**src/rtl/dmem_arbiter_if.sv**
```systemverilog
// Bundle of the CPU MEM-stage, debug/loader and data-memory signals seen by dmem_arbiter.
// The slave modport is the arbiter's view; master is the surrounding pipeline/memory/debugger.
interface dmem_arbiter_if #(
  parameter int unsigned DM_ADDRESS = 9,
  parameter int unsigned DATA_W     = 32
);
  logic                  cpu_rd;
  logic                  cpu_wr;
  logic [DM_ADDRESS-1:0] cpu_addr;
  logic [DATA_W-1:0]     cpu_wdata;
  logic [2:0]            cpu_func3;
  logic                  cpu_stall;

  logic                  dbg_req;
  logic                  dbg_we;
  logic [DM_ADDRESS-1:0] dbg_addr;
  logic [DATA_W-1:0]     dbg_wdata;
  logic                  dbg_ack;
  logic [DATA_W-1:0]     dbg_rdata;

  logic                  mem_rd;
  logic                  mem_wr;
  logic [DM_ADDRESS-1:0] mem_addr;
  logic [DATA_W-1:0]     mem_wdata;
  logic [2:0]            mem_func3;
  logic [DATA_W-1:0]     mem_rdata;

  modport slave (
    input  cpu_rd, cpu_wr, cpu_addr, cpu_wdata, cpu_func3,
    output cpu_stall,
    input  dbg_req, dbg_we, dbg_addr, dbg_wdata,
    output dbg_ack, dbg_rdata,
    output mem_rd, mem_wr, mem_addr, mem_wdata, mem_func3,
    input  mem_rdata
  );

  modport master (
    output cpu_rd, cpu_wr, cpu_addr, cpu_wdata, cpu_func3,
    input  cpu_stall,
    output dbg_req, dbg_we, dbg_addr, dbg_wdata,
    input  dbg_ack, dbg_rdata,
    input  mem_rd, mem_wr, mem_addr, mem_wdata, mem_func3,
    output mem_rdata
  );
endinterface

```
**src/rtl/dmem_arbiter.sv**
```systemverilog
// Data-memory port arbiter: CPU MEM stage has priority, a debug/loader word access is granted
// when the CPU is quiet or after the debug request has been denied STARVE_MAX times.
module dmem_arbiter #(
  parameter int unsigned DM_ADDRESS = 9,
  parameter int unsigned DATA_W     = 32,
  parameter int unsigned STARVE_MAX = 4
) (
  input logic           clk,
  input logic           reset,
  dmem_arbiter_if.slave bus
);
  localparam int unsigned    CntW      = (STARVE_MAX < 1) ? 1 : $clog2(STARVE_MAX + 1);
  localparam logic [CntW-1:0] CntMax   = CntW'(STARVE_MAX);
  localparam logic [2:0]     Func3Word = 3'b010;

  typedef enum logic [1:0] {StIdle, StDbgAcc, StDbgRsp} state_e;

  state_e                state_q, state_d;
  logic [CntW-1:0]       starve_cnt_q, starve_cnt_d;
  logic                  dbg_we_q, dbg_we_d;
  logic [DM_ADDRESS-1:0] dbg_addr_q, dbg_addr_d;
  logic [DATA_W-1:0]     dbg_wdata_q, dbg_wdata_d;
  logic [DATA_W-1:0]     dbg_rdata_q, dbg_rdata_d;

  logic              cpu_pend;
  logic              dbg_grant;
  logic [DATA_W-1:0] rsp_data;

  assign cpu_pend  = bus.cpu_rd | bus.cpu_wr;
  // Starved debug is granted on the same edge the CPU access completes, so the CPU never waits
  // in the granting cycle itself.
  assign dbg_grant = (state_q == StIdle) && bus.dbg_req &&
                     (!cpu_pend || (starve_cnt_q == CntMax));
  assign rsp_data  = dbg_we_q ? '0 : bus.mem_rdata;

  always_comb begin
    state_d      = state_q;
    starve_cnt_d = starve_cnt_q;
    dbg_we_d     = dbg_we_q;
    dbg_addr_d   = dbg_addr_q;
    dbg_wdata_d  = dbg_wdata_q;
    dbg_rdata_d  = dbg_rdata_q;
    unique case (state_q)
      StIdle: begin
        if (dbg_grant) begin
          state_d     = StDbgAcc;
          dbg_we_d    = bus.dbg_we;
          dbg_addr_d  = bus.dbg_addr;
          dbg_wdata_d = bus.dbg_wdata;
        end else if (bus.dbg_req && cpu_pend && (starve_cnt_q != CntMax)) begin
          starve_cnt_d = starve_cnt_q + CntW'(1);
        end
      end
      StDbgAcc: state_d = StDbgRsp;
      StDbgRsp: begin
        state_d     = StIdle;
        dbg_rdata_d = rsp_data;
      end
      default: state_d = StIdle;
    endcase
    if (!bus.dbg_req || dbg_grant) begin
      starve_cnt_d = '0;
    end
  end

  always_comb begin
    bus.mem_rd    = bus.cpu_rd & ~bus.cpu_wr;
    bus.mem_wr    = bus.cpu_wr;
    bus.mem_addr  = bus.cpu_addr;
    bus.mem_wdata = bus.cpu_wdata;
    bus.mem_func3 = bus.cpu_func3;
    bus.cpu_stall = 1'b0;
    bus.dbg_ack   = 1'b0;
    bus.dbg_rdata = dbg_rdata_q;
    unique case (state_q)
      StDbgAcc: begin
        bus.mem_rd    = ~dbg_we_q;
        bus.mem_wr    = dbg_we_q;
        bus.mem_addr  = dbg_addr_q;
        bus.mem_wdata = dbg_wdata_q;
        bus.mem_func3 = Func3Word;
        bus.cpu_stall = 1'b1;
      end
      // Read data shows up in the ack cycle and is held by dbg_rdata_q afterwards.
      StDbgRsp: begin
        bus.dbg_ack   = 1'b1;
        bus.dbg_rdata = rsp_data;
      end
      default: ;
    endcase
  end

  always_ff @(posedge clk or negedge reset) begin
    if (!reset) begin
      state_q      <= StIdle;
      starve_cnt_q <= '0;
      dbg_we_q     <= 1'b0;
      dbg_addr_q   <= '0;
      dbg_wdata_q  <= '0;
      dbg_rdata_q  <= '0;
    end else begin
      state_q      <= state_d;
      starve_cnt_q <= starve_cnt_d;
      dbg_we_q     <= dbg_we_d;
      dbg_addr_q   <= dbg_addr_d;
      dbg_wdata_q  <= dbg_wdata_d;
      dbg_rdata_q  <= dbg_rdata_d;
    end
  end
endmodule

```
**src/flat_wrapper.sv**
```systemverilog
// flat-port wrapper written by rule: the top's interface ports become plain ports
module dmem_arbiter_flat 
#(
  parameter int unsigned DM_ADDRESS = 9,
  parameter int unsigned DATA_W     = 32,
  parameter int unsigned STARVE_MAX = 4
)
  (clk, reset, bus_cpu_rd, bus_cpu_wr, bus_cpu_addr, bus_cpu_wdata, bus_cpu_func3, bus_cpu_stall, bus_dbg_req, bus_dbg_we, bus_dbg_addr, bus_dbg_wdata, bus_dbg_ack, bus_dbg_rdata, bus_mem_rd, bus_mem_wr, bus_mem_addr, bus_mem_wdata, bus_mem_func3, bus_mem_rdata);
  dmem_arbiter_if #(.DM_ADDRESS(DM_ADDRESS), .DATA_W(DATA_W)) bus_i ();
  input logic clk;
  input logic reset;
  input wire logic [$bits(bus_i.cpu_rd)-1:0] bus_cpu_rd;
  input wire logic [$bits(bus_i.cpu_wr)-1:0] bus_cpu_wr;
  input wire logic [$bits(bus_i.cpu_addr)-1:0] bus_cpu_addr;
  input wire logic [$bits(bus_i.cpu_wdata)-1:0] bus_cpu_wdata;
  input wire logic [$bits(bus_i.cpu_func3)-1:0] bus_cpu_func3;
  output wire logic [$bits(bus_i.cpu_stall)-1:0] bus_cpu_stall;
  input wire logic [$bits(bus_i.dbg_req)-1:0] bus_dbg_req;
  input wire logic [$bits(bus_i.dbg_we)-1:0] bus_dbg_we;
  input wire logic [$bits(bus_i.dbg_addr)-1:0] bus_dbg_addr;
  input wire logic [$bits(bus_i.dbg_wdata)-1:0] bus_dbg_wdata;
  output wire logic [$bits(bus_i.dbg_ack)-1:0] bus_dbg_ack;
  output wire logic [$bits(bus_i.dbg_rdata)-1:0] bus_dbg_rdata;
  output wire logic [$bits(bus_i.mem_rd)-1:0] bus_mem_rd;
  output wire logic [$bits(bus_i.mem_wr)-1:0] bus_mem_wr;
  output wire logic [$bits(bus_i.mem_addr)-1:0] bus_mem_addr;
  output wire logic [$bits(bus_i.mem_wdata)-1:0] bus_mem_wdata;
  output wire logic [$bits(bus_i.mem_func3)-1:0] bus_mem_func3;
  input wire logic [$bits(bus_i.mem_rdata)-1:0] bus_mem_rdata;
  assign bus_i.cpu_rd = bus_cpu_rd;
  assign bus_i.cpu_wr = bus_cpu_wr;
  assign bus_i.cpu_addr = bus_cpu_addr;
  assign bus_i.cpu_wdata = bus_cpu_wdata;
  assign bus_i.cpu_func3 = bus_cpu_func3;
  assign bus_cpu_stall = bus_i.cpu_stall;
  assign bus_i.dbg_req = bus_dbg_req;
  assign bus_i.dbg_we = bus_dbg_we;
  assign bus_i.dbg_addr = bus_dbg_addr;
  assign bus_i.dbg_wdata = bus_dbg_wdata;
  assign bus_dbg_ack = bus_i.dbg_ack;
  assign bus_dbg_rdata = bus_i.dbg_rdata;
  assign bus_mem_rd = bus_i.mem_rd;
  assign bus_mem_wr = bus_i.mem_wr;
  assign bus_mem_addr = bus_i.mem_addr;
  assign bus_mem_wdata = bus_i.mem_wdata;
  assign bus_mem_func3 = bus_i.mem_func3;
  assign bus_i.mem_rdata = bus_mem_rdata;
  dmem_arbiter #(.DM_ADDRESS(DM_ADDRESS), .DATA_W(DATA_W), .STARVE_MAX(STARVE_MAX)) u_core (.clk(clk), .reset(reset), .bus(bus_i));
endmodule
```
**config.mk**
```make
export PLATFORM = sky130hd
export DESIGN_NAME = dmem_arbiter_flat
export DESIGN_NICKNAME = d
export VERILOG_FILES = /design/src/rtl/dmem_arbiter_if.sv /design/src/rtl/dmem_arbiter.sv /design/src/flat_wrapper.sv
export SDC_FILE = /design/constraint.sdc
export NUM_CORES = 1
export LEC_CHECK = 0
export BUFFER_PORTS_ARGS = -buffer_cell sky130_fd_sc_hd__buf_4
export CAP_MARGIN = 20
export CELL_PAD_IN_SITES_DETAIL_PLACEMENT = 1
export CELL_PAD_IN_SITES_GLOBAL_PLACEMENT = 1
export CORE_ASPECT_RATIO = 0.5
export CORE_MARGIN = 2
export CORE_UTILIZATION = 33
export DETAILED_ROUTE_END_ITERATION = 8
export PLACE_DENSITY = 0.89
export SETUP_SLACK_MARGIN = 0.4
export SYNTH_ARGS = -nofsm -noshare
export SYNTH_HDL_FRONTEND = slang
export SYNTH_SLANG_ARGS = --single-unit
export TNS_END_PERCENT = 100
```
**constraint.sdc**
```tcl
create_clock -name clk -period 2.1 [get_ports clk]
set_clock_uncertainty 0.15 [all_clocks]
set_input_delay 0.315 -clock clk [delete_from_list [all_inputs] [get_ports clk]]
set_output_delay 0.315 -clock clk [all_outputs]
set_load 0.005 [all_outputs]
```
==> parameters.txt, run 1 <==
Parameter                              Value

STA
  Slew margin rel. ... 0.622
  Number of setup violations in the final report ... 0
  Tightest hold margin ... 53.2 ps
  Count of final max-slew check failures ... 0
  Final period utilization ... 0.985
  Final total negative setup slack ... 0 ps
  Peak clock frequency supported by timing ... between 400 and 500 MHz
  Time the final worst path needs with I/O delays and setup ... 2070 ps
  Transition time of the tightest slew-check pin ... 567 ps
  Final Hold Vio Count ... 0
  RSZ-0062 raised after global routing ... yes

Setup path
  Register-to-register setup slack ... between 100 and 150 ps
  Cell with the largest stage delay on the worst path ... sky130_fd_sc_hd__dfrtp_2
  Worst Reg-to-Reg Cells ... 7
  Worst path required time ... 1630 ps
  CP arrival ... 1600 ps
  Origin of the critical flop-to-flop path ... u_core.starve_cnt_q[1]$_DFFE_PN0P_
  Worst flop-to-flop path endpoint ... u_core.dbg_wdata_q[28]$_DFFE_PN0P_
  Sort of element at the end of the critical path ... output pin
  Critical Path, Cell by Cell ... nand2b_4 -> clkbuf_16 -> o21ai_2 -> buf_4
  Max FO, Critical Path ... 6
  Worst Setup Path Type ... flop to output pin
  Category of the worst setup path launch point ... flop
  Longest individual stage delay on the worst path ... ~470 ps

Power
  Clock Power Share ... 0.259
  Power share of the combinational group ... 0.358
  Power Density ... around 850 nW/um^2
  Net switching power ... 0.00176 W
  Static Leak ... 3.57 nW
  Sequential cell fraction of total power ... 0.382
  IR drop worst, VDD ... 0.000359 V
  Sw Ratio ... 0.308
  Power Internal ... 0.00395 W

Drt
  Routed vias/inst ... 5.04
  Final WL ... 17900 um
  Detailed Route Iter0 Violations ... ~280
  Remaining number of nets flagged by the antenna check after routing ... 0
  Via count ... 4006
  DRC Markers ... 0
  Routed len/inst ... approximately 23 um
  Number of iterations in the first detailed-routing pass ... 4

Yosys
  Flip-flop and latch count after synthesis ... 79
  Largest family of logic cells by synthesized area ... simple AND/OR/NAND/NOR gates
  Commonest register cell after synthesis ... sky130_fd_sc_hd__dfrtp_1
  Adder-Cell Fraction of Synth Area ... 0.00645
  Number of distinct standard cells referenced by the synthesized netlist ... 22
  Compound-Gate Fraction of Synth Area ... 0.0574
  Mux cell area share after synthesis ... 0.160
  Cell count after synthesis ... 395
  Count of synthesis-stage warnings from yosys ... 0
  Average instance area after synthesis ... ~9.8 sq um
  Mapped Area ... 3880 sq um
  Number of enable-type register cells in the synthesized netlist ... 0
  Area share of and/or/nand/nor cells after synthesis ... 0.228
  Net count after synthesis ... 520
  Share of the synthesized netlist area taken by xor and xnor gates ... 0
  Share of synthesized flip-flops with an asynchronous set or reset ... 1.00
  Portion of the post-synthesis area used by sequential elements ... 0.510

Clock network
  Clock transition at the registers of the reported paths ... 70 ps
  Number of clock sinks seen by CTS ... 79
  CTS tree ... done
  CTS buffer count ... 9
  Buffer depth of the longest clock path ... 2
  Count of H-tree levels built during CTS ... 3
  Later-pin clock latency in the skew report ... 340 ps
  Clock tree root buffer cell ... sky130_fd_sc_hd__clkbuf_16

Min path
  End point of the most critical hold path ... u_core.dbg_addr_q[0]$_DFFE_PN0P_
  Cell count of the worst hold path ... 2
  HP Class ... input pin to flop
  Source of the worst hold timing path ... bus_dbg_addr[0]

Finish
  Fraction of layout cells with a size suffix above 1 ... 0.557
  Layout Cells excl Fill ... 795
  Post-Route Utilization ... 0.598
  Count of nets after finishing ... 758
  Area growth, synth to finish ... 72.8%
  Number of antenna cells inserted ... 0

Floorplanning
  Placeable core region ... 11200 sq um
  Die area ... 12700 sq um
  Die Ht ... about 81 um
  Die W ... 157 um
  I/O pin count ... around 200
  Effective utilization at floorplan ... 0.346
  Std cell rows ... 27

GRT
  Antenna violations before repair ... 0
  Maximum number of pins on one net before global-route repair ... 43
  Via count of the first global-routing pass ... ~4400
  Aggregate global routing overflow ... 0
  First-pass GRT wire length ... 24600 um
  Tot GR Track Use ... 0.260

Placed design
  RePlAce Congestion ... 0.721
  Placed insts ... 747
  Sum of net half-perimeters after detailed placement ... between 9000 and 10000 um
  Count of buffers inserted at the top-level ports ... 202

Outcome
  Result of the run ... finished clean

Run
  Number of max-cap violations ... 0
## area by class of cell
cell class / count / area, sq um
fillers: 1245 / 4510
repair buffers: 250 / 2210
multi-input cells: 287 / 2020
flip-flops and latches: 79 / 1980
clock buffers: 13 / 260
well taps: 159 / 199
inverters: 6 / 30.0
clock inverters: 1 / 5.00
## critical path: cells and delay by family (launching register included)
family / cells / cell delay, ps
compound gates: 1 / 170
buf+inv: 2 / 360
flops: 1 / 470
simple gates: 1 / 250
## cell usage in the layout, fill, tap and decap left out, types with 2 or more instances in the layout
cell type and instances:
sky130_fd_sc_hd__nand2_2 6, sky130_fd_sc_hd__dfrtp_2 2, sky130_fd_sc_hd__inv_2 2, sky130_fd_sc_hd__buf_6 8, sky130_fd_sc_hd__clkbuf_8 2, sky130_fd_sc_hd__mux2_4 42
sky130_fd_sc_hd__a21boi_0 3, sky130_fd_sc_hd__nand3_1 2, sky130_fd_sc_hd__o21ai_2 24, sky130_fd_sc_hd__and2_1 2, sky130_fd_sc_hd__o21ai_0 4, sky130_fd_sc_hd__inv_1 3
sky130_fd_sc_hd__nand2b_1 33, sky130_fd_sc_hd__clkbuf_16 15, sky130_fd_sc_hd__nand2_1 152, sky130_fd_sc_hd__buf_12 7, sky130_fd_sc_hd__buf_4 222, sky130_fd_sc_hd__nand2b_4 2
sky130_fd_sc_hd__buf_16 5, sky130_fd_sc_hd__o21ai_4 8, sky130_fd_sc_hd__clkbuf_1 2, sky130_fd_sc_hd__dfrtp_1 77
## worst max-delay path by stage
stage	start	to	slack, ps
final	u_core.state_q[0]$_DFFE_PN0P_	bus_dbg_rdata[1]	30
after global routing	u_core.state_q[1]$_DFFE_PN0P_	bus_mem_addr[0]	-40
after CTS	u_core.state_q[1]$_DFFE_PN0P_	bus_mem_wdata[13]	110
after detailed placement	u_core.starve_cnt_q[0]$_DFFE_PN0P_	u_core.dbg_addr_q[8]$_DFFE_PN0P_	120
after global placement	u_core.starve_cnt_q[0]$_DFFE_PN0P_	u_core.dbg_addr_q[8]$_DFFE_PN0P_	230
after floorplan	u_core.starve_cnt_q[0]$_DFFE_PN0P_	u_core.dbg_addr_q[0]$_DFFE_PN0P_	410
## registers in the layout (all words and copies together) (netlist names)
| register | flops |
|---|---|
| u_core.dbg_rdata_q | 32 |
| u_core.dbg_wdata_q | 32 |
| u_core.dbg_addr_q | 9 |
| u_core.starve_cnt_q | 3 |
| u_core.state_q | 2 |
| u_core.dbg_we_q | 1 |
## per-layer routing
metal / global-route usage / share of wire / wire length, um / vias up
met4: 0.132 / 0.046 / 832 / 0
met1: 0.284 / 0.39 / 6990 / 1989
met3: 0.0561 / 0.050 / 890 / 70
li1: - / - / - / 1751
met5: 0 / 0 / 0 / -
met2: 0.480 / 0.51 / 9200 / 196
## stage by stage
step / area [sq um] / setup WS, ps / total power [W]
after global routing: 6700 / -36.8 / 0.00597
after detailed placement: 5610 / 124 / 0.00375
after CTS: 6370 / 111 / 0.00545
final: 6700 / 31.4 / 0.00571
after global placement: 5610 / 230 / 0.00364
after floorplan: 3880 / 406 / 0.00287
## cell families (layout without fill, tap and decap cells)
logic type / Yosys count / count (layout)
AO/OA/AOI/OAI: 41 / 41
adder cells (fa/ha/maj): 2 / 2
buffers and inverters: 29 / 270
flip-flops: 79 / 79
multiplexers: 42 / 42
AND/OR/NAND/NOR: 202 / 202
## power by group through the flow
stage	Combinational, W	Sequential [W]	Clock (W)
final	0.00205	0.00218	0.00148
after global routing	0.00218	0.00222	0.00157
after CTS	0.00187	0.00214	0.00145
after detailed placement	0.00160	0.00215	0
after global placement	0.00151	0.00212	0
after floorplan	0.000784	0.00208	0
## Yosys cell counts (all sizes together), types with 3 or more instances
master | n | area, sq um
o21ai | 37 | 185
inv | 6 | 22.5
nand2 | 158 | 593
nand2b | 35 | 219
dfrtp | 79 | 1980
buf | 15 | 97.6
clkbuf | 8 | 30.0
a21boi | 3 | 22.5
mux2 | 42 | 619
## what timing repair did
item,4_1_cts,5_1_grt
hold buffers,1,0
cloned,5,7
setup buffers,12,9
resized for setup,98,26
endpoints found under the setup margin,123,124
hold endpoints to repair,38,0
pin swaps,4,0
Note: power is estimated with default switching activity, not from simulation.
==> run 2, diff against run 1 <==
--- a/config.mk
+++ b/config.mk
@@ -5,15 +5,16 @@
 export SDC_FILE = /design/constraint.sdc
 export NUM_CORES = 1
 export LEC_CHECK = 0
+export ABC_AREA = 1
 export BUFFER_PORTS_ARGS = -buffer_cell sky130_fd_sc_hd__buf_4
 export CAP_MARGIN = 20
 export CELL_PAD_IN_SITES_DETAIL_PLACEMENT = 1
 export CELL_PAD_IN_SITES_GLOBAL_PLACEMENT = 1
 export CORE_ASPECT_RATIO = 0.5
 export CORE_MARGIN = 2
-export CORE_UTILIZATION = 33
+export CORE_UTILIZATION = 30
 export DETAILED_ROUTE_END_ITERATION = 8
-export PLACE_DENSITY = 0.89
+export PLACE_DENSITY_LB_ADDON = 0.3
 export SETUP_SLACK_MARGIN = 0.4
 export SYNTH_ARGS = -nofsm -noshare
 export SYNTH_HDL_FRONTEND = slang
==> run 2 against run 1 <==
  * The flow now finishes with violations (negative setup slack)
  * Routed wire length is 16% lower
  * Non-clock buffer count stayed put
  * Clock power is 17% higher
  * Sequential power is 6% lower
  * Sequential cell count stayed put
  * Clock-buffer cell count is 1 lower
  * Worst hold slack worse by 25 ps
  * Area after synthesis is 4.3% lower
  * Cell count is 13% higher
  * Register-to-register slack better by 320 ps
  * Global-route usage is 6.3 points lower
  * Final area is 3.2% higher
  * Largest power group unchanged
==> parameters.txt, run 2 <==
Parameter                              Value

Outcome
  Result of the run ... finished, violations left
  Violations in the final reports ... negative setup slack

Drt
  Via count ... between 4000 and 5000
  Final WL ... 15100 um
  Remaining number of nets flagged by the antenna check after routing ... 0
  DRC Markers ... 0
  Detailed Route Iter0 Violations ... 147
  Routed vias/inst ... 4.67
  Routed len/inst ... approximately 17 um
  Number of iterations in the first detailed-routing pass ... 4

Setup path
  Cell with the largest stage delay on the worst path ... sky130_fd_sc_hd__dfrtp_2
  Top delay family on crit path ... buffers and inverters
  Cell repeated most along the worst path ... sky130_fd_sc_hd__buf_12
  Worst Reg-to-Reg Cells ... 8
  Category of the worst setup path launch point ... flop
  Critical Path, Cell by Cell ... buf_12 -> nor2_4 -> buf_12 -> buf_6 -> nand3_1 -> nand2_1 -> buf_4
  Depth of the critical timing path with buffers and inverters included ... 7
  CP arrival ... between 1500 and 2000 ps
  Longest individual stage delay on the worst path ... 450 ps
  Sum of buffers and inverters on the critical path ... 4
  Max FO, Critical Path ... 5
  Sort of element at the end of the critical path ... output pin
  Worst Setup Path Type ... flop to output pin
  Worst path required time ... about 1600 ps

Power
  Net switching power ... 0.00159 W
  IR drop worst, VDD ... 0.000436 V
  Static Leak ... 3.69 nW
  Power Internal ... between 0.003 and 0.004 W
  Sequential cell fraction of total power ... 0.370
  Power Density ... 805 nW/um^2
  Total power draw ... 0.00557 W
  Power share of the combinational group ... 0.319
  Clock Power Share ... 0.311
  Sw Ratio ... 0.286

Floorplanning
  Effective utilization at floorplan ... 0.311
  Die area ... about 13000 sq um
  I/O pin count ... 203
  Die Ht ... 82.6 um
  Std cell rows ... 28
  Die W ... 161 um
  Placeable core region ... 11900 sq um

GRT
  Aggregate global routing overflow ... 0
  First-pass GRT wire length ... 20600 um
  Maximum number of pins on one net before global-route repair ... 59
  Antenna violations before repair ... 0
  Via count of the first global-routing pass ... between 4000 and 5000
  Tot GR Track Use ... 0.197

STA
  Number of setup violations in the final report ... 5
  Transition time of the tightest slew-check pin ... 388 ps
  Final Hold Vio Count ... 0
  Count of final max-slew check failures ... 0
  Time the final worst path needs with I/O delays and setup ... 2140 ps
  Minimum setup slack in the final design ... -40.4 ps
  Peak clock frequency supported by timing ... 467 MHz
  Final period utilization ... 1.02
  Slew margin rel. ... 0.742
  RSZ-0062 raised after global routing ... yes

Placed design
  RePlAce Congestion ... between 0.6 and 0.7
  Sum of net half-perimeters after detailed placement ... 8270 um
  Count of buffers inserted at the top-level ports ... 202
  Cell area reported after detailed placement ... between 5000 and 6000 sq um

Clock network
  Buffer depth of the longest clock path ... 2
  Later-pin clock latency in the skew report ... 330 ps
  CTS tree ... done
  Count of H-tree levels built during CTS ... 3
  Number of clock sinks seen by CTS ... 79
  CTS buffer count ... 9
  Clock transition at the registers of the reported paths ... ~60 ps
  Clock tree root buffer cell ... sky130_fd_sc_hd__clkbuf_16

Min path
  HP Class ... input pin to flop
  Cell count of the worst hold path ... 3

Yosys
  Top post-synthesis cells by area ... sky130_fd_sc_hd__dfrtp_1 (53%), sky130_fd_sc_hd__nand2_1 (29%), sky130_fd_sc_hd__nand3_1 (4.7%)
  Flip-flop and latch count after synthesis ... 79
  Average instance area after synthesis ... between 7 and 8 sq um
  Cell types with the highest counts after synthesis ... sky130_fd_sc_hd__nand2_1 (291), sky130_fd_sc_hd__dfrtp_1 (79), sky130_fd_sc_hd__nand3_1 (35)
  Mapped Area ... 3710 sq um
  Fraction of post-synthesis cell area in the top cell type by area ... 0.533
  Most frequent cell after synthesis ... sky130_fd_sc_hd__nand2_1
  Number of distinct standard cells referenced by the synthesized netlist ... 21
  Share of synthesized flip-flops with an asynchronous set or reset ... 1.00
  Portion of the post-synthesis area used by sequential elements ... 0.533
  Commonest register cell after synthesis ... sky130_fd_sc_hd__dfrtp_1
  Net count after synthesis ... 618
  Cell count after synthesis ... 493
  Number of enable-type register cells in the synthesized netlist ... 0
  Count of synthesis-stage warnings from yosys ... 0
  Most area-hungry cell type in the Yosys netlist ... sky130_fd_sc_hd__dfrtp_1

Finish
  Count of nets after finishing ... 857
  Number of antenna cells inserted ... 0
  Post-route cell area ... 6920 sq um
  Commonest non-fill, non-tap cells in the layout ... sky130_fd_sc_hd__nand2_1 (217), sky130_fd_sc_hd__buf_4 (187), sky130_fd_sc_hd__dfrtp_1 (77)
  Area growth, synth to finish ... 86.4%
  Fraction of layout cells with a size suffix above 1 ... 0.493
  Largest registers ... u_core.dbg_rdata_q x32, u_core.dbg_wdata_q x32, u_core.dbg_addr_q x9
  Most common cell after layout, fill and taps aside ... sky130_fd_sc_hd__nand2_1

Run
  Number of max-cap violations ... 0
run 2: cell types whose count changed after synthesis, sizes merged, moves of 4 or more:
cell / change
mux2: -42
nand2: +134
nand3: +33
nor2: +6
o21ai: -4
inv: +6
nand2b: -35
run 2: layout make-up:
cell class	instances	area (sq um)
Fill cell	1399	5030
Timing Repair Buffer	250	2310
Sequential cell	79	1980
Multi-Input combinational cell	373	1900
Clock buffer	12	267
Tap cell	165	206
Timing Repair inverter	7	114
Inverter	12	76.3
Clock inverter	3	65.1
run 2: worst paths after layout:
check / slack, ps / end / startpoint
max in group asynchronous: 920 / u_core.dbg_addr_q[1]$_DFFE_PN0P_ / reset
min in group asynchronous: 260 / u_core.dbg_rdata_q[2]$_DFF_PN0_ / reset
min: 30 / u_core.dbg_wdata_q[2]$_DFFE_PN0P_ / bus_dbg_wdata[2]
max: -40 / bus_dbg_rdata[19] / u_core.state_q[0]$_DFFE_PN0P_
max reg2reg: 450 / u_core.dbg_wdata_q[19]$_DFFE_PN0P_ / u_core.state_q[0]$_DFFE_PN0P_
min reg2reg: 330 / u_core.dbg_addr_q[1]$_DFFE_PN0P_ / u_core.dbg_addr_q[1]$_DFFE_PN0P_
run 2: metal layers:
metal | wire [um] | GRT usage | share of wire | vias up
met5 | 0 | 0 | 0 | -
met4 | 201 | 0.0518 | 0.013 | 0
met3 | 682 | 0.0470 | 0.045 | 18
met2 | 8120 | 0.380 | 0.54 | 111
met1 | 6130 | 0.224 | 0.41 | 2067
li1 | - | - | - | 2012
run 2: power groups by stage:
stage / sequential (W) / combinational (W) / clock, W
floorplan: 0.00202 / 0.000581 / 0
global placement: 0.00205 / 0.00128 / 0
detailed placement: 0.00207 / 0.00131 / 0
CTS: 0.00204 / 0.00141 / 0.00176
global route: 0.00210 / 0.00196 / 0.00183
finish: 0.00206 / 0.00178 / 0.00173
run 2: logic make-up (layout without fill, tap and decap cells):
| logic type | count (synthesis) | after routing | synth area share |
|---|---|---|---|
| AND/OR/NAND/NOR | 335 | 335 | 0.355 |
| flip-flops | 79 | 79 | 0.533 |
| buffers and inverters | 41 | 284 | 0.0543 |
| AO/OA/AOI/OAI | 35 | 35 | 0.0485 |
| adder cells (fa/ha/maj) | 2 | 2 | 0.00674 |
| XOR/XNOR | 1 | 1 | 0.00236 |
run 2: worst min-delay path, cell delays in order:
cell and delay (ps):
sky130_fd_sc_hd__buf_4 80, sky130_fd_sc_hd__nand2_1 40, sky130_fd_sc_hd__nand2_1 40
run 2: timing repair:
item,4_1_cts,5_1_grt
gates resized for setup,65,134
pin swaps,5,23
setup endpoints to repair,123,122
gates cloned,6,10
setup buffers,2,27
hold buffers,1,0
hold endpoints to repair,21,0
run 2: through the flow:
| step | std cells | hold slack, ps | setup WS [ps] | TNS (ps) | util |
|---|---|---|---|---|---|
| final | 901 | 28.6 | -40.4 | -115 | 0.579 |
| after global routing | 901 | 31.9 | -87.8 | -2160 | 0.579 |
| after CTS | 864 | 19.4 | 46.7 | 0 | 0.501 |
| after detailed placement | 840 | 74.8 | 264 | 0 | 0.449 |
| after global placement | 840 | 77.3 | 298 | 0 | 0.449 |
| after floorplan | 493 | -131 | 617 | 0 | - |
==> run 3, diff against run 2 <==
--- a/config.mk
+++ b/config.mk
@@ -14,7 +14,8 @@
 export CORE_MARGIN = 2
 export CORE_UTILIZATION = 30
 export DETAILED_ROUTE_END_ITERATION = 8
-export PLACE_DENSITY_LB_ADDON = 0.3
+export PLACE_DENSITY_LB_ADDON = 0.1
+export RECOVER_POWER = 50
 export SETUP_SLACK_MARGIN = 0.4
 export SYNTH_ARGS = -nofsm -noshare
 export SYNTH_HDL_FRONTEND = slang
==> run 3 against run 2 <==
  * The run still ends with negative setup slack left
  * Sequential power about the same
  * Routed wire length is 10% higher
  * Core utilization is 3.8 points higher
  * Cell count grew 1.7%
  * Largest power group unchanged
  * Critical endpoint is now bus_dbg_rdata[21]
  * First-iteration DRC count is 10% higher
  * Setup slack lost 40 ps
  * Fmax fell by 1.8%
  * Sequential share of layout area decreased by 1.8 points
==> parameters.txt, run 3 (same netlist as run 2, synthesis figures left out) <==
Parameter                              Value

Clock network
  Clock transition at the registers of the reported paths ... 60 ps
  Number of clock sinks seen by CTS ... 79
  Later-pin clock latency in the skew report ... about 340 ps
  Clock tree root buffer cell ... sky130_fd_sc_hd__clkbuf_16
  Count of H-tree levels built during CTS ... 3
  CTS tree ... done
  CTS buffer count ... 9
  Buffer depth of the longest clock path ... 2

Drt
  Remaining number of nets flagged by the antenna check after routing ... 0
  Routed len/inst ... 18.2 um
  Final WL ... 16700 um
  Number of iterations in the first detailed-routing pass ... 4
  Detailed Route Iter0 Violations ... 162
  Via count ... 4304
  DRC Markers ... 0
  Routed vias/inst ... 4.70

Floorplanning
  I/O pin count ... 203
  Std cell rows ... 28
  Effective utilization at floorplan ... 0.311
  Die area ... 13300 sq um
  Die W ... 161 um
  Placeable core region ... between 10000 and 15000 sq um
  Die Ht ... 82.6 um

Finish
  Number of antenna cells inserted ... 0
  Most common cell after layout, fill and taps aside ... sky130_fd_sc_hd__nand2_1
  Post-Route Utilization ... 0.617
  Largest registers ... u_core.dbg_rdata_q x32, u_core.dbg_wdata_q x32, u_core.dbg_addr_q x9
  Count of nets after finishing ... 871
  Post-route cell area ... around 7400 sq um
  Footprint of the multi-input gates ... 2080 sq um
  Commonest non-fill, non-tap cells in the layout ... sky130_fd_sc_hd__nand2_1 (184), sky130_fd_sc_hd__buf_4 (176), sky130_fd_sc_hd__nand2_2 (79)
  Fraction of layout cells with a size suffix above 1 ... 0.571
  Area growth, synth to finish ... 98.6%
  Filler Cells Inserted ... 1353
  Sequential Area ... 1980 sq um

Setup path
  Category of the worst setup path launch point ... flop
  Worst flop-to-flop path endpoint ... u_core.dbg_wdata_q[26]$_DFFE_PN0P_
  Origin of the critical flop-to-flop path ... u_core.state_q[0]$_DFFE_PN0P_
  Register-to-register setup slack ... 410 ps
  CP arrival ... 1720 ps
  Max FO, Critical Path ... 8
  Worst path required time ... 1630 ps
  Worst Setup Path Type ... flop to output pin
  Sort of element at the end of the critical path ... output pin
  Worst Reg-to-Reg Cells ... 10

STA
  Peak clock frequency supported by timing ... 459 MHz
  Final total negative setup slack ... -138 ps
  Slew margin rel. ... 0.344
  RSZ-0062 raised after global routing ... yes
  Final Hold Vio Count ... 0
  Transition time of the tightest slew-check pin ... 984 ps
  Time the final worst path needs with I/O delays and setup ... 2180 ps
  Final period utilization ... 1.04
  Number of setup violations in the final report ... 8
  Count of final max-slew check failures ... 0
  Minimum setup slack in the final design ... -80.1 ps

Power
  Net switching power ... 0.00177 W
  Power Density ... approximately 790 nW/um^2
  Power share of the combinational group ... 0.347
  IR drop worst, VDD ... 0.000485 V
  Sw Ratio ... 0.304
  Power Internal ... 0.00405 W
  Clock Power Share ... 0.298
  Sequential cell fraction of total power ... 0.355
  Static Leak ... 3.80 nW

Outcome
  Result of the run ... finished, violations left
  Violations in the final reports ... negative setup slack

Min path
  End point of the most critical hold path ... u_core.dbg_wdata_q[22]$_DFFE_PN0P_
  HP Class ... input pin to flop
  Cell count of the worst hold path ... 3
  Source of the worst hold timing path ... bus_dbg_wdata[22]

GRT
  Maximum number of pins on one net before global-route repair ... 44
  Antenna violations before repair ... 0
  First-pass GRT wire length ... 20700 um
  Aggregate global routing overflow ... 0
  Tot GR Track Use ... 0.201
  Via count of the first global-routing pass ... slightly above 4000

Placed design
  Count of buffers inserted at the top-level ports ... 202
  Cell area reported after detailed placement ... 5390 sq um
  Sum of net half-perimeters after detailed placement ... 8610 um
  RePlAce Congestion ... 0.702

Run
  Number of max-cap violations ... 0
## run 3: cell count changes in the layout (fill, tap and decap cells not counted), sizes merged
cell and change:
inv +1, clkinvlp +2, clkbuf -1, buf +11, clkinv +2
## run 3: worst max path at each step
stage                                   from           endpoint  slack, ps  depth (start not counted)
2_1_floorplan  u_core.state_q[0]$_DFFE_PN0P_  bus_mem_wdata[10]        620                          6
3_3_place_gp   u_core.state_q[0]$_DFFE_PN0P_  bus_mem_wdata[28]        300                          6
3_5_place_dp   u_core.state_q[0]$_DFFE_PN0P_  bus_mem_wdata[16]        260                          6
4_1_cts        u_core.state_q[0]$_DFFE_PN0P_   bus_dbg_rdata[5]          9                          6
5_1_grt        u_core.state_q[0]$_DFFE_PN0P_  bus_dbg_rdata[21]       -130                          7
6_report       u_core.state_q[0]$_DFFE_PN0P_  bus_dbg_rdata[21]        -80                          7
## run 3: stage by stage
step	power (W)	worst slack, ps	hold WS (ps)	std cells
2_1_floorplan	0.00260	617	-131	493
3_3_place_gp	0.00334	298	164	843
3_5_place_dp	0.00340	258	160	843
4_1_cts	0.00526	9.30	10.3	872
5_1_grt	0.00613	-134	29.2	916
6_report	0.00582	-80.1	18.7	916
## run 3: power by group through the flow
stage / Combinational, W / Clock (W) / Sequential (W)
after global placement: 0.00130 / 0 / 0.00204
after detailed placement: 0.00133 / 0 / 0.00207
after global routing: 0.00220 / 0.00183 / 0.00210
after floorplan: 0.000581 / 0 / 0.00202
final: 0.00202 / 0.00174 / 0.00207
after CTS: 0.00145 / 0.00177 / 0.00204
## run 3: what timing repair did
action,4_1_cts,5_1_grt
endpoints found under the setup margin,122,122
pin swaps,6,36
hold buffers,1,0
resized for setup,97,180
buffers inserted,4,34
gates cloned,8,10
hold endpoints to repair,34,0
## run 3: cell type report
cell class | count | share of cell area
Clock inverter | 6 | 0.0126
Tap cell | 165 | 0.0280
Multi-Input combinational cell | 373 | 0.283
Timing Repair Buffer | 262 | 0.344
Inverter | 12 | 0.0136
Clock buffer | 10 | 0.0324
Timing Repair inverter | 9 | 0.0183
Sequential cell | 79 | 0.269
## run 3: worst max-delay path, cell delays in order, from the launching register on
cell and delay [ps]:
sky130_fd_sc_hd__dfrtp_2 440, sky130_fd_sc_hd__buf_12 150, sky130_fd_sc_hd__nor2_4 140, sky130_fd_sc_hd__buf_12 150, sky130_fd_sc_hd__clkbuf_16 150, sky130_fd_sc_hd__nand3_1 90
sky130_fd_sc_hd__nand2_1 130, sky130_fd_sc_hd__buf_4 120
## run 3: layer usage
| metal | routed length [um] | global-route usage | vias to the layer above |
|---|---|---|---|
| li1 | - | - | 2045 |
| met1 | 6700 | 0.236 | 2125 |
| met2 | 8720 | 0.363 | 123 |
| met3 | 1150 | 0.0759 | 11 |
| met4 | 111 | 0.0375 | 0 |
| met5 | 0 | 0 | - |
